==> src/rtl/time_display_driver.sv <==
// time_display_driver: snapshots the packed 27-bit time bus, range-checks it,
// converts each field to BCD with a serial double-dabble engine, and scans an
// 8-digit active-low 7-segment display as HH.MM.SS.mm.
// Optional build macro: HR_LEADING_BLANK_EN (blank hour-tens digit when it is 0).
module time_display_driver #(
    parameter int unsigned REFRESH_DIV = 100,
    parameter int unsigned SCAN_DIV    = 1
) (
    input  logic        kh_clk,
    input  logic        reset,
    input  logic [26:0] disp_time,
    output logic [7:0]  an,
    output logic [6:0]  seg,
    output logic        dp,
    output logic        busy,
    output logic        time_valid
);

    localparam int unsigned RW = (REFRESH_DIV > 1) ? $clog2(REFRESH_DIV) : 1;
    localparam int unsigned SW = (SCAN_DIV > 1) ? $clog2(SCAN_DIV) : 1;

    typedef enum logic [1:0] {IDLE, CONV, COMMIT} state_t;

    state_t        state, state_nx;
    logic [RW-1:0] ref_cnt;
    logic          tick;
    logic [SW-1:0] scan_cnt;
    logic          scan_wrap;
    logic [2:0]    dig_idx;

    logic [26:0]   snap;
    logic [1:0]    field;
    logic [3:0]    bit_cnt;
    logic [11:0]   bcd_acc;
    logic [9:0]    bin_sh;
    logic [9:0]    fval;
    logic [11:0]   src_bcd;
    logic [9:0]    src_bin;
    logic [7:0]    adj_lo;
    logic [2:0]    adj_hi;
    logic [11:0]   bcd_step;
    logic [9:0]    bin_step;

    logic [7:0]    hr_bcd, min_bcd, sec_bcd, ms_bcd;
    logic [3:0]    digit [8];
    logic          dash;
    logic          range_ok;
    logic [6:0]    seg_nx;

    function automatic logic [6:0] seg7(input logic [3:0] d);
        case (d)
            4'd0:    seg7 = 7'h40;
            4'd1:    seg7 = 7'h79;
            4'd2:    seg7 = 7'h24;
            4'd3:    seg7 = 7'h30;
            4'd4:    seg7 = 7'h19;
            4'd5:    seg7 = 7'h12;
            4'd6:    seg7 = 7'h02;
            4'd7:    seg7 = 7'h78;
            4'd8:    seg7 = 7'h00;
            4'd9:    seg7 = 7'h10;
            default: seg7 = 7'h7F;
        endcase
    endfunction

    assign tick      = (ref_cnt == RW'(REFRESH_DIV - 1));
    assign scan_wrap = (scan_cnt == SW'(SCAN_DIV - 1));

    // Free-running snapshot interval counter; keeps counting while busy.
    always_ff @(posedge kh_clk or posedge reset) begin
        if (reset)     ref_cnt <= '0;
        else if (tick) ref_cnt <= '0;
        else           ref_cnt <= ref_cnt + RW'(1);
    end

    // Digit scan: dwell SCAN_DIV cycles per digit, then advance modulo 8.
    always_ff @(posedge kh_clk or posedge reset) begin
        if (reset) begin
            scan_cnt <= '0;
            dig_idx  <= '0;
        end else if (scan_wrap) begin
            scan_cnt <= '0;
            dig_idx  <= dig_idx + 3'd1;
        end else begin
            scan_cnt <= scan_cnt + SW'(1);
        end
    end

    // Sequencer state register; busy covers the whole CONV+COMMIT window.
    always_ff @(posedge kh_clk or posedge reset) begin
        if (reset) begin
            state <= IDLE;
            busy  <= 1'b0;
        end else begin
            state <= state_nx;
            busy  <= (state_nx != IDLE);
        end
    end

    // Next-state: a tick in IDLE starts a 40-cycle conversion, then one commit cycle.
    always_comb begin
        state_nx = state;
        case (state)
            IDLE:    if (tick) state_nx = CONV;
            CONV:    if (field == 2'd3 && bit_cnt == 4'd9) state_nx = COMMIT;
            COMMIT:  state_nx = IDLE;
            default: state_nx = IDLE;
        endcase
    end

    // Select the snapshot field being converted, zero-extended to 10 bits.
    always_comb begin
        case (field)
            2'd0:    fval = {5'd0, snap[26:22]};
            2'd1:    fval = {4'd0, snap[21:16]};
            2'd2:    fval = {4'd0, snap[15:10]};
            default: fval = snap[9:0];
        endcase
    end

    // One double-dabble step: a field's first cycle starts from a cleared
    // accumulator and the raw field value instead of the running registers.
    always_comb begin
        src_bcd = (bit_cnt == 4'd0) ? '0 : bcd_acc;
        src_bin = (bit_cnt == 4'd0) ? fval : bin_sh;
        adj_lo  = src_bcd[7:0];
        for (int unsigned n = 0; n < 2; n++) begin
            if (src_bcd[4*n +: 4] >= 4'd5) adj_lo[4*n +: 4] = src_bcd[4*n +: 4] + 4'd3;
        end
        adj_hi   = src_bcd[10:8] + ((src_bcd[11:8] >= 4'd5) ? 3'd3 : 3'd0);
        bcd_step = {adj_hi, adj_lo, src_bin[9]};
        bin_step = {src_bin[8:0], 1'b0};
    end

    // Snapshot capture and serial conversion datapath.
    always_ff @(posedge kh_clk or posedge reset) begin
        if (reset) begin
            snap    <= '0;
            field   <= '0;
            bit_cnt <= '0;
            bcd_acc <= '0;
            bin_sh  <= '0;
            hr_bcd  <= '0;
            min_bcd <= '0;
            sec_bcd <= '0;
            ms_bcd  <= '0;
        end else if (state == IDLE) begin
            if (tick) begin
                snap    <= disp_time;
                field   <= '0;
                bit_cnt <= '0;
            end
        end else if (state == CONV) begin
            bcd_acc <= bcd_step;
            bin_sh  <= bin_step;
            if (bit_cnt == 4'd9) begin
                bit_cnt <= '0;
                field   <= field + 2'd1;
                case (field)
                    2'd0:    hr_bcd  <= bcd_step[7:0];
                    2'd1:    min_bcd <= bcd_step[7:0];
                    2'd2:    sec_bcd <= bcd_step[7:0];
                    default: ms_bcd  <= bcd_step[11:4];
                endcase
            end else begin
                bit_cnt <= bit_cnt + 4'd1;
            end
        end
    end

    assign range_ok = (snap[26:22] <= 5'd23) && (snap[21:16] <= 6'd59) &&
                      (snap[15:10] <= 6'd59) && (snap[9:0] <= 10'd999);

    // Commit all eight digits and the validity flag in a single edge.
    always_ff @(posedge kh_clk or posedge reset) begin
        if (reset) begin
            for (int unsigned i = 0; i < 8; i++) digit[i] <= '0;
            dash       <= 1'b0;
            time_valid <= 1'b0;
        end else if (state == COMMIT) begin
            digit[7]   <= hr_bcd[7:4];
            digit[6]   <= hr_bcd[3:0];
            digit[5]   <= min_bcd[7:4];
            digit[4]   <= min_bcd[3:0];
            digit[3]   <= sec_bcd[7:4];
            digit[2]   <= sec_bcd[3:0];
            digit[1]   <= ms_bcd[7:4];
            digit[0]   <= ms_bcd[3:0];
            dash       <= !range_ok;
            time_valid <= range_ok;
        end
    end

    // Segment pattern for the digit currently selected by the scan index.
    always_comb begin
        seg_nx = seg7(digit[dig_idx]);
        if (dash) seg_nx = 7'h3F;
`ifdef HR_LEADING_BLANK_EN
        else if (dig_idx == 3'd7 && digit[7] == 4'd0 && time_valid) seg_nx = 7'h7F;
`endif
    end

    // Registered display drive: one-hot active-low anode, segments, decimal points.
    always_ff @(posedge kh_clk or posedge reset) begin
        if (reset) begin
            an  <= 8'hFF;
            seg <= 7'h7F;
            dp  <= 1'b1;
        end else begin
            an  <= ~(8'b1 << dig_idx);
            seg <= seg_nx;
            dp  <= !(dig_idx == 3'd6 || dig_idx == 3'd4 || dig_idx == 3'd2);
        end
    end

endmodule

==> config.mk <==
export PLATFORM = sky130hd
export DESIGN_NAME = time_display_driver
export DESIGN_NICKNAME = d
export VERILOG_FILES = /design/src/rtl/time_display_driver.sv
export SDC_FILE = /design/constraint.sdc
export NUM_CORES = 1
export LEC_CHECK = 0
export CORE_UTILIZATION = 55
export DETAILED_ROUTE_END_ITERATION = 10
export GPL_TIMING_DRIVEN = 0
export PLACE_DENSITY = 0.86
export SLEW_MARGIN = 20
export SYNTH_ARGS = -nofsm -noshare
export SYNTH_HDL_FRONTEND = slang
export SYNTH_SLANG_ARGS = --single-unit
==> constraint.sdc <==
create_clock -name kh_clk -period 11.8 [get_ports kh_clk]
set_input_delay 2.36 -clock kh_clk [delete_from_list [all_inputs] [get_ports kh_clk]]
set_output_delay 2.36 -clock kh_clk [all_outputs]
set_load 0.05 [all_outputs]
==> results of run 1 <==
-- stage by stage --
| step | utilization | cells |
|---|---|---|
| floorplan | - | 528 |
| global placement | 0.630 | 717 |
| detailed placement | 0.633 | 718 |
| CTS | 0.688 | 750 |
| global route | 0.688 | 750 |
| finish | 0.688 | 750 |
-- cells in the mapped netlist, drive strengths merged (5+ instances only) --
| master | n |
|---|---|
| nor3b | 5 |
| a222oi | 5 |
| nand2 | 55 |
| mux4 | 8 |
| nand3 | 11 |
| nor2 | 14 |
| mux2 | 90 |
| o21ai | 24 |
| a21oi | 17 |
| clkbuf | 12 |
| xnor2 | 5 |
| mux2i | 10 |
| dfstp | 16 |
| buf | 12 |
| ha | 24 |
| inv | 20 |
| o31ai | 13 |
| dfrtp | 133 |
-- worst max-delay path by stage --
stage,endpoint,start
finish,seg[1],seg[1]
global route,seg[1],seg[1]
CTS,seg[1],seg[1]
detailed placement,seg[1],seg[1]
global placement,digit[18],reset
floorplan,bcd_acc[0],reset
-- logic make-up (layout without fill, tap and decap cells) --
kind of cell / after synthesis / count (layout) / share of synthesized area
xor+xnor: 7 / 7 / 0.00914
mux: 108 / 108 / 0.195
simple gates: 111 / 111 / 0.0808
compound gates: 83 / 83 / 0.0800
flops: 149 / 149 / 0.559
fa+ha+maj: 25 / 25 / 0.0477
buf+inv: 45 / 124 / 0.0285
-- metal layers --
layer / vias to the layer above / part of all wire / global-route usage
met5: - / 0 / 0
met1: 2266 / 0.40 / 0.262
met3: 27 / 0.031 / 0.0518
li1: 2025 / - / -
met2: 111 / 0.55 / 0.440
met4: 0 / 0.021 / 0.0960
-- area by class of cell --
cell class | count | area, µm² | area share
inverters | 21 | 86.3 | 0.0108
plain buffers | 24 | 113 | 0.0140
repair buffers | 47 | 488 | 0.0609
multi-input cells | 334 | 2770 | 0.345
clock inverters | 9 | 148 | 0.0184
flip-flops and latches | 149 | 3750 | 0.467
clock buffers | 23 | 488 | 0.0609
well taps | 143 | 179 | 0.0223
-- sequential cells by signal, indices dropped and copies added, names as in the netlist --
name        count
min_bcd         8
dp              1
an              8
digit          32
bin_sh          9
dig_idx         3
time_valid      1
field           2
dash            1
sec_bcd         8
seg             7
bcd_acc        12
state           2
snap           27
hr_bcd          8
ms_bcd          8
ref_cnt         7
busy            1
bit_cnt         4
-- report_power, final --
group	switching, mW	leakage, nW	internal (mW)
sequential	0.00372	1.95	0.516
clock	0.197	0.313	0.375
combinational	0.0133	1.51	0.0137
total	0.215	3.76	0.905
==> impl_metrics.toml, run 1 <==
[outcome]
status = "completed"

[synthesis]
synth-edff-count = 0
seq_area_frac_synth = 0.559
synth_top_cell_area_share = 0.496
synth_seq_cells = 149
synth.distinct_cells = 53
yosys_warnings = 0
async_flop_share = 1.00
postSynthCellCount = 528
synth_ff_type = "dfrtp_1"
synth_area_leaders = "dfrtp_1 (50%), mux2_2 (15%), dfstp_2 (6.3%)"
synth_area_leader_cell = "dfrtp_1"
syn_area_per_cell_um2 = 12.7
synth_nets = 582
syn-cell-area_um2 = 6710

[clock_tree]
ctsResizeCount = 0
cts_tree = "done"
post_cts_buffers = 0
clk_latency_ns = 0.42
numCtsBuffers = 17
htree_levels = 4
cts-root-buf = "clkbuf_16"
clockBufferDepth = 2
clock_sink_count = 149
clk_pin_slew_ns = 0.06
postCtsHoldBufs = 0

[sta]
hold_viol = 0
fmax_mhz = 245
fin_setup_tns_ns = 0
rsz0062_at_grt = "false"
tightest_slew_ns = 1.05
period_share = 0.346
clock_skew_ns = 0.00608
finalCriticalPeriod_ns = 4.09
holdWs_ns = 0.487
maxSlewViolCount = 0
timing.final.ws_setup_ns = 7.71
setup_viol_count_final = 0
maxSlewHeadroom = 0.300

[worst_setup_path]
critPathBufInv = 1
startpoint_type = "flop"
reg2reg_to = "min_bcd[6]"
cp_top_family = "buffers and inverters"
path_class = "reg2out"
max_stage_delay_ns = 0.79
crit_arrival_ns = 1.73
r2r_slack_ns = 8.31
worstRegToRegCells = 12
cp-end-kind = "output port"
crit_chain = "clkdlybuf4s50_1"
path_max_fanout = 1
cp.depth = 1
critPathRequiredTime_ns = 9.44
timing.rr.start = "bit_cnt[1]"
cp_slowest_cell = "clkdlybuf4s50_1"

[layout]
diodes = 0
nets = 648
areaGrowthSynthToFinish_pct = 19.5
final.fill_count = 790
fin_area_um2 = 8020
drive_gt1_frac = 0.260
final_cell_mix = "dfrtp_1 (133), mux2_2 (88), nand2_1 (55), clkdlybuf4s50_1 (46), ha_1 (24)"
mostFrequentLayoutCell = "dfrtp_1"

[hold_path]
holdPathEnd = "time_valid"
hold_class = "reg2reg"
min_from = "time_valid"
min_path_cells = 1

[drt]
ant_nets = 0
route.detailed.drc = 0
vias = 4429
post_drt_wl_per_cell_um = 18.4
avgViaCountPerCell = 5.91
routed_wirelength_um = 13800
drt_pass1_iterations = 5
drtIter0Drc = 371

[die]
start_util = 0.575
pin_count = 47
row_count = 39
coreArea_um2 = 11700
die_h_um = 112
die_w_um = 112
die_area_um2 = 12600

[placement]
gp_congestion = 0.809
place_ws_ns = 8.14
place_area_um2 = 7380
hpwl_um = 9580
io_buffers = 46

[grt]
grt_pass1_wl_um = 22800
grt_max_degree = 77
track_usage = 0.237
grt_overflow = 0
grt_pass1_vias = 4653
antenna_found_initial = 0

[pwr]
p_leak_nw = 3.76
vdd_drop_max_uv = 119
power_density_nw_per_um2 = 140
power_mw = 1.12

[flow_run]
maxCapViolCount = 0
Note: power is estimated with default switching activity, not from simulation.
==> run 2, diff against run 1 <==
- CORE_UTILIZATION: 55 -> 53
- PLACE_DENSITY: 0.86 -> 0.87
- clock period: 11.8 -> 3.69 ns (I/O delays scaled with it)
==> impl_metrics.toml, run 2 (same netlist as run 1, synthesis figures left out) <==
[die]
die_h_um = 115
pin_count = 47
row_count = 40
start_util = 0.552
coreArea_um2 = 12200
die_w_um = 115
die_area_um2 = 13100

[layout]
top_regs = "digit (32), snap (27), bcd_acc (12)"
fin_area_um2 = 8190
diodes = 0
largest_reg_flops = 32
final.fill_count = 808
mostFrequentLayoutCell = "dfrtp_1"
nets = 651
drive_gt1_frac = 0.266
regMostFlops = "digit"
final_cell_mix = "dfrtp_1 (133), mux2_2 (88), nand2_1 (55), clkdlybuf4s50_1 (46), ha_1 (24)"
areaGrowthSynthToFinish_pct = 22.0

[grt]
track_usage = 0.242
grt_pass1_wl_um = 23900
grt_overflow = 0
grt_pass1_vias = 4895
grt_max_degree = 38
antenna_found_initial = 0

[placement]
io_buffers = 46
place_area_um2 = 7460
gp_congestion = 0.838
place_ws_ns = 0.349
hpwl_um = 9510

[pwr]
p_leak_nw = 3.83
switchingPower_mw = 0.703
seq_power_share = 0.433
power_density_nw_per_um2 = 469
p_int_mw = 3.14
power.share.switching = 0.183
power_frac_clock = 0.543
p_comb_frac = 0.024
vdd_drop_max_uv = 566

[drt]
avgViaCountPerCell = 5.75
drt_pass1_iterations = 5
drtIter0Drc = 268
ant_nets = 0
vias = 4465
routed_wirelength_um = 14200
route.detailed.drc = 0
post_drt_wl_per_cell_um = 18.3

[sta]
clock_skew_ns = 0.00680
timing.final.ws_setup_ns = 0.333
hold_viol = 0
tightest_slew_ns = 0.810
period_share = 0.910
finalCriticalPeriod_ns = 3.36
maxSlewViolCount = 0
fmax_mhz = 298
fin_setup_tns_ns = 0
setup_viol_count_final = 0
rsz0062_at_grt = "false"
maxSlewHeadroom = 0.459

[worst_setup_path]
timing.rr.start = "bit_cnt[0]"
cp_slowest_cell = "a211oi_1"
reg2reg_to = "sec_bcd[6]"
path_class = "reg2reg"
cp-end-kind = "flop"
crit_arrival_ns = 3.71
path_max_fanout = 10
critPathRequiredTime_ns = 4.05
startpoint_type = "flop"
r2r_slack_ns = 0.33
crit_chain = "inv_1 > ha_1 > or3b_2 > clkbuf_1 > clkbuf_1 > nand2_1 > inv_1 > ha_1 > nand2b_1 > a21o_1 > a211oi_1 > mux2_2"
max_stage_delay_ns = 0.59
worstRegToRegCells = 12

[clock_tree]
ctsResizeCount = 0
postCtsHoldBufs = 0
cts-root-buf = "clkbuf_16"
clk_latency_ns = 0.42
numCtsBuffers = 17
htree_levels = 4
clock_sink_count = 149
cts_tree = "done"
clk_pin_slew_ns = 0.06
clockBufferDepth = 2
post_cts_buffers = 0

[outcome]
status = "completed"

[hold_path]
holdPathEnd = "sec_bcd[5]"
min_from = "sec_bcd[5]"
min_path_cells = 2
hold_class = "reg2reg"

[flow_run]
maxCapViolCount = 0
run 2: changes by cell type in the layout (fill, tap and decap cells not counted):
cell	delta
clkinv_2	-3
inv_8	-1
bufinv_16	+3
buf_12	+4
clkbuf_8	+2
clkbuf_1	-2
buf_16	-1
run 2: final cells by class:
class | instances | area (µm²) | area share
Clock buffer | 23 | 508 | 0.0621
Multi-Input combinational cell | 334 | 2770 | 0.338
Timing Repair Buffer | 50 | 541 | 0.0660
Buffer | 24 | 113 | 0.0138
Tap cell | 168 | 210 | 0.0257
Sequential cell | 149 | 3750 | 0.458
Clock inverter | 8 | 215 | 0.0263
Inverter | 21 | 82.6 | 0.0101
run 2: worst max-delay path: cells and delay by family, from the launching register on:
kind                     cells  cell delay [ns]
AO/OA/AOI/OAI                2             0.81
AND/OR/NAND/NOR              3             0.78
buffers and inverters        4             0.66
flip-flops                   1             0.41
adder cells (fa/ha/maj)      2             0.34
multiplexers                 1             0.29
run 2: worst max-delay path by stage:
stage | cells past startpoint | end | from | slack (ns)
2_1_floorplan | 12 | bcd_acc[6] | bit_cnt[0] | 1.01
3_3_place_gp | 2 | dash | reset | 0.02
3_5_place_dp | 12 | min_bcd[6] | bit_cnt[0] | 0.35
4_1_cts | 12 | sec_bcd[6] | bit_cnt[0] | 0.29
5_1_grt | 12 | bcd_acc[6] | bit_cnt[0] | 0.13
6_report | 12 | sec_bcd[6] | bit_cnt[0] | 0.33
run 2: per-stage QoR:
step	total power, mW	hold WS [ns]	std cells	util
6_report	3.84	0.472	777	0.673
5_1_grt	3.94	0.500	777	0.673
4_1_cts	3.87	0.475	777	0.673
3_5_place_dp	1.78	0.466	746	0.614
3_3_place_gp	1.77	0.460	742	0.607
2_1_floorplan	1.73	0.445	528	-
run 2: power by group through the flow:
stage          Clock, mW  Sequential, mW  Combinational, mW
2_1_floorplan          0            1.69             0.0422
3_3_place_gp           0            1.69             0.0796
3_5_place_dp           0            1.69             0.0944
4_1_cts             2.11            1.66             0.0957
5_1_grt             2.17            1.66              0.104
6_report            2.09            1.66             0.0934
run 2: layer usage:
metal | vias to the layer above | global-route usage | wire length (µm)
met4 | 0 | 0.0874 | 320
met5 | - | 0 | 0
met3 | 34 | 0.0588 | 515
met2 | 117 | 0.447 | 7780
met1 | 2284 | 0.272 | 5640
li1 | 2030 | - | -
